### src/rtl/breath_led_ctrl.sv
// Status LED mode controller: OFF, triangular breathing ramp, and alarm blink
// bursts, driving a registered glitch-free PWM output.
module breath_led_ctrl #(
  parameter int TICK_DIV      = 50,
  parameter int DUTY_MAX      = 1000,
  parameter int BLINK_PERIODS = 250,
  parameter int ALARM_BLINKS  = 10
) (
  input  logic       clk,
  input  logic       rst_n,
  input  logic       breathe_en,
  input  logic       alarm_req,
  input  logic       alarm_clr,
  output logic       pwm,
  output logic [9:0] duty,
  output logic [1:0] state,
  output logic       alarm_done
);

  localparam int PW = $clog2(TICK_DIV);
  localparam int BW = $clog2(BLINK_PERIODS + 1);
  localparam int AW = $clog2(ALARM_BLINKS + 1);

  localparam logic [PW-1:0] PRESC_LAST = PW'(TICK_DIV - 1);
  localparam logic [9:0]    DMAX       = 10'(DUTY_MAX);
  localparam logic [9:0]    PHASE_LAST = 10'(DUTY_MAX - 1);
  localparam logic [BW-1:0] PER_LAST   = BW'(BLINK_PERIODS - 1);
  localparam logic [AW-1:0] BLINK_LAST = AW'(ALARM_BLINKS - 1);

  typedef enum logic [1:0] {
    IDLE    = 2'd0,
    BREATHE = 2'd1,
    ALARM   = 2'd2
  } state_t;

  state_t        state_q, state_d;
  logic [9:0]    duty_q, duty_d;
  logic [9:0]    phase_q, phase_d;
  logic [PW-1:0] presc_q, presc_d;
  logic [BW-1:0] perCnt_q, perCnt_d;
  logic [AW-1:0] blinkCnt_q, blinkCnt_d;
  logic          dirDown_q, dirDown_d;
  logic          pwm_q, pwm_d;
  logic          done_q, done_d;

  logic tick, pb;
  logic enterIdle, enterBreathe, enterAlarm, exitAlarm;

  assign tick = (presc_q == PRESC_LAST);
  assign pb   = tick && (phase_q == PHASE_LAST);

  always_ff @(posedge clk) begin
    if (!rst_n) begin
      state_q    <= IDLE;
      duty_q     <= '0;
      phase_q    <= '0;
      presc_q    <= '0;
      perCnt_q   <= '0;
      blinkCnt_q <= '0;
      dirDown_q  <= 1'b0;
      pwm_q      <= 1'b0;
      done_q     <= 1'b0;
    end else begin
      state_q    <= state_d;
      duty_q     <= duty_d;
      phase_q    <= phase_d;
      presc_q    <= presc_d;
      perCnt_q   <= perCnt_d;
      blinkCnt_q <= blinkCnt_d;
      dirDown_q  <= dirDown_d;
      pwm_q      <= pwm_d;
      done_q     <= done_d;
    end
  end

  always_comb begin
    state_d      = state_q;
    duty_d       = duty_q;
    dirDown_d    = dirDown_q;
    presc_d      = tick ? '0 : presc_q + 1'b1;
    phase_d      = tick ? (pb ? '0 : phase_q + 10'd1) : phase_q;
    perCnt_d     = perCnt_q;
    blinkCnt_d   = blinkCnt_q;
    done_d       = 1'b0;
    pwm_d        = (state_q != IDLE) && (phase_q < duty_q);
    enterIdle    = 1'b0;
    enterBreathe = 1'b0;
    enterAlarm   = 1'b0;
    exitAlarm    = 1'b0;

    case (state_q)
      IDLE: begin
        if (alarm_req)       enterAlarm   = 1'b1;
        else if (breathe_en) enterBreathe = 1'b1;
      end
      BREATHE: begin
        if (alarm_req)        enterAlarm = 1'b1;
        else if (!breathe_en) enterIdle  = 1'b1;
        else if (pb) begin
          if (!dirDown_q) begin
            duty_d = duty_q + 10'd1;
            if (duty_q + 10'd1 == DMAX) dirDown_d = 1'b1;
          end else begin
            duty_d = duty_q - 10'd1;
            if (duty_q == 10'd1) dirDown_d = 1'b0;
          end
        end
      end
      ALARM: begin
        if (alarm_clr)      exitAlarm  = 1'b1;
        else if (alarm_req) enterAlarm = 1'b1;
        else if (pb) begin
          if (perCnt_q == PER_LAST) begin
            perCnt_d = '0;
            // A burst ends only after its last off phase has fully elapsed.
            if (duty_q == 10'd0) begin
              if (blinkCnt_q == BLINK_LAST) begin
                done_d    = 1'b1;
                exitAlarm = 1'b1;
              end else begin
                blinkCnt_d = blinkCnt_q + 1'b1;
                duty_d     = DMAX;
              end
            end else begin
              duty_d = '0;
            end
          end else begin
            perCnt_d = perCnt_q + 1'b1;
          end
        end
      end
      default: enterIdle = 1'b1;
    endcase

    if (exitAlarm) begin
      if (breathe_en) enterBreathe = 1'b1;
      else            enterIdle    = 1'b1;
    end

    if (enterIdle || enterBreathe || enterAlarm) begin
      presc_d    = '0;
      phase_d    = '0;
      perCnt_d   = '0;
      blinkCnt_d = '0;
      dirDown_d  = 1'b0;
      state_d    = enterAlarm ? ALARM : (enterBreathe ? BREATHE : IDLE);
      duty_d     = enterAlarm ? DMAX : 10'd0;
    end
  end

  assign pwm        = pwm_q;
  assign duty       = duty_q;
  assign state      = state_q;
  assign alarm_done = done_q;

endmodule
### config.mk
export PLATFORM = sky130hd
export DESIGN_NAME = breath_led_ctrl
export DESIGN_NICKNAME = d
export VERILOG_FILES = /design/src/rtl/breath_led_ctrl.sv
export SDC_FILE = /design/constraint.sdc
export NUM_CORES = 1
export LEC_CHECK = 0
export BUFFER_PORTS_ARGS = -buffer_cell sky130_fd_sc_hd__buf_2
export CAP_MARGIN = 10
export CORE_MARGIN = 2
export CORE_UTILIZATION = 40
export CTS_BUF_LIST = sky130_fd_sc_hd__clkbuf_16
export DETAILED_ROUTE_END_ITERATION = 10
export PLACE_DENSITY = 0.66
export RECOVER_POWER = 50
export SKIP_CTS_REPAIR_TIMING = 1
export SYNTH_ARGS = -nofsm -noshare
export SYNTH_HDL_FRONTEND = slang
export SYNTH_SLANG_ARGS = --single-unit
### constraint.sdc
create_clock -name clk -period 3.2 [get_ports clk]
set_input_delay 0.16 -clock clk [delete_from_list [all_inputs] [get_ports clk]]
set_output_delay 0.16 -clock clk [all_outputs]
set_load 0.01 [all_outputs]
==> impl_metrics.env <==
export IMPL_outcome="finished clean"
export IMPL_critPathTopFamily="simple AND/OR/NAND/NOR gates"
export IMPL_fin_area_um2=3003
export IMPL_slew_viol_final=0
export IMPL_clock_latency_ps=280
export IMPL_max_stage_delay_ps=650
export IMPL_dpl_cell_area_um2=2898
export IMPL_htree_num_levels=2
export IMPL_ys_dominant_reg_cell="dfxtp_1"
export IMPL_power_leakage_nw=1.043
export IMPL_syn_area_um2=2783
export IMPL_areaGrowthSynthToFinish_pct=7.914
export IMPL_arrival_ps=2870
export IMPL_synth_edff_count=0
export IMPL_core_um2=6756
export IMPL_fin_skew_ps=5.766
export IMPL_antenna_found_initial=0
export IMPL_rows=30
export IMPL_fillers=678
export IMPL_power_density_nw_per_um2=386.3
export IMPL_synth_nets=363
export IMPL_post_route_min_period_ps=2712
export IMPL_wirelength_um=6536
export IMPL_multi_input_area_um2=1764
export IMPL_drtPass1Iterations=4
export IMPL_vias=2489
export IMPL_drt_iter0_markers=133
export IMPL_power_frac_comb=0.097
export IMPL_synth_most_common_cell="dfxtp_1"
export IMPL_antenna_left=0
export IMPL_hp_class="input port to register"
export IMPL_yosysWarnings=0
export IMPL_io_pins=19
export IMPL_ir_drop_mv=0.2362
export IMPL_synthTopCellsByCount="dfxtp_1 (43), nor2_1 (41), nand2_1 (27)"
export IMPL_synthArstFlopShare=0
export IMPL_synth_top_area_cell="dfxtp_1"
export IMPL_required_ps=3350
export IMPL_route_detailed_drc=0
export IMPL_tightest_slew_ps=928.5
export IMPL_max_slew_margin=0.3759
export IMPL_power_switching_share=0.2504
export IMPL_cts_sinks=43
export IMPL_via_per_inst=5.788
export IMPL_clockRootBuffer="clkbuf_16"
export IMPL_critPathCaptureType="register"
export IMPL_drv_cap=0
export IMPL_grt_pass1_vias=2238
export IMPL_overflow=0
export IMPL_hold_violations=0
export IMPL_regArea_um2=860.8
export IMPL_clkPwrFrac=0.410
export IMPL_critical_path_class="register to register"
export IMPL_ys_seq_elements=43
export IMPL_synth_cells=339
export IMPL_tritoncts="yes"
export IMPL_place_congestion=0.8605
export IMPL_die_h_um=87.41
export IMPL_grt_setup_unrepaired="no"
export IMPL_critPathLaunchType="register"
export IMPL_yosysSeqAreaShare=0.3094
export IMPL_final_nets=374
export IMPL_cp_slowest_cell="or4_1"
export IMPL_clk_path_buf_depth=2
export IMPL_num_antenna_cells=0
export IMPL_synthTopCellsByArea="dfxtp_1 (31%), ha_1 (8.5%), nor2_1 (5.5%)"
export IMPL_place_hpwl_um=4983
export IMPL_synth_distinct_cells=59
export IMPL_critPathBufInv=0
export IMPL_grt_max_degree=15
export IMPL_die_w_um=87.41
export IMPL_tns_ps=0
export IMPL_power_frac_seq=0.493
export IMPL_drive_above_1_share=0.08000
export IMPL_hold_worst_slack_ps=158.0
export IMPL_start_util=0.4119
export IMPL_fin_crit_sh=0.8474
export IMPL_cts_buffers=5
export IMPL_p_switching_w=0.0002905
export IMPL_fmax_mhz=368.8
export IMPL_path_max_fanout=10
export IMPL_crit_chain="nand2b_1 > or4_1 > nor4_1 > o21ai_1 > nand3_1 > a32oi_1"
export IMPL_finalSetupViolations=0
export IMPL_syn_area_per_cell_um2=8.208
export IMPL_post_drt_wl_per_cell_um=15.20
export IMPL_die_area_um2=7640
export IMPL_path_clk_slew_ps=60
export IMPL_grt_pass1_wl_um=10900
export IMPL_synth_top_cell_area_share=0.3094
export IMPL_track_usage=0.1777
export IMPL_p_int_w=0.0008696
export IMPL_portBuffers=18
[through the flow]
step | setup slack, ps | cells | total power (W) | util
after floorplan | 908.8 | 339 | 0.0006658 | -
after global placement | 631.0 | 423 | 0.0006941 | 0.4289
after detailed placement | 538.6 | 423 | 0.0006963 | 0.4289
after CTS | 520.6 | 430 | 0.001177 | 0.4487
after global routing | 306.5 | 430 | 0.001208 | 0.4444
final | 488.4 | 430 | 0.001160 | 0.4444
[worst paths after layout]
path                         startpoint               endpoint  slack, ps  depth (start not counted)
hold reg to reg   presc_q[0]$_SDFF_PP0_  presc_q[0]$_SDFF_PP0_        470                          1
setup reg to reg  state[1]$_SDFFE_PN0P_   duty[8]$_SDFFE_PN0P_        490                          6
hold / removal               breathe_en  state[0]$_SDFFE_PN0P_        160                          2
setup / recovery  state[1]$_SDFFE_PN0P_   duty[8]$_SDFFE_PN0P_        490                          6
[worst register-to-register path: stages (launching register included)]
cell and delay (ps):
dfxtp_1 520, nand2b_1 270, or4_1 650, nor4_1 610, o21ai_1 200, nand3_1 220, a32oi_1 120
[flip-flops by register name, indices dropped and copies added (netlist names)]
| signal | count |
|---|---|
| pwm | 1 |
| phase_q | 10 |
| dirDown_q | 1 |
| state | 2 |
| blinkCnt_q | 4 |
| alarm_done | 1 |
| perCnt_q | 8 |
| presc_q | 6 |
| duty | 10 |
[cells by family after synthesis]
kind of cell / synth area share
buffers and inverters: 0.05261
adders and majority gates: 0.08543
AOI/OAI and AO/OA: 0.1614
xor gates and xnor gates: 0.07239
and+or+nand+nor: 0.3076
DFF: 0.3094
muxes: 0.01124
[metal layers]
layer / GRT usage / share of wire / vias up
met4: 0.03357 / 0.0096 / 0
met1: 0.2493 / 0.49 / 1171
li1: - / - / 1250
met2: 0.2858 / 0.45 / 62
met5: 0 / 0 / -
met3: 0.03318 / 0.043 / 6
[layout by cell type (no fill, tap or decap), types with 4 or more instances in the layout]
| master | instances |
|---|---|
| and3_1 | 8 |
| a32oi_1 | 5 |
| clkbuf_1 | 14 |
| xnor2_1 | 7 |
| ha_1 | 19 |
| a21oi_1 | 16 |
| nor2_1 | 41 |
| clkbuf_16 | 5 |
| inv_1 | 17 |
| nand3_1 | 18 |
| a21o_1 | 4 |
| buf_2 | 4 |
| or4_1 | 4 |
| nor4_1 | 6 |
| nand2_1 | 27 |
| xor2_1 | 16 |
| o21ai_0 | 8 |
| o211ai_1 | 4 |
| nand2b_1 | 4 |
| nor3_1 | 7 |
| dfxtp_1 | 43 |
| nand4_1 | 11 |
| o22ai_1 | 5 |
[power by group through the flow]
stage	clock network, W	logic, W	registers, W
6_report	0.000476	0.000113	0.000572
3_5_place_dp	0	0.000114	0.000582
3_3_place_gp	0	0.000112	0.000582
2_1_floorplan	0	0.0000940	0.000572
4_1_cts	0.000491	0.000115	0.000570
5_1_grt	0.000510	0.000124	0.000573
[cell type report]
class,instances,share of cell area
clock inverter,2,0.002917
clock buffer,5,0.04167
sequential,43,0.2867
tap,80,0.03333
multi-input combinational,264,0.5875
inverter,17,0.02125
timing repair buffer,19,0.02667
No activity file was read; power rests on OpenSTA's default activity.
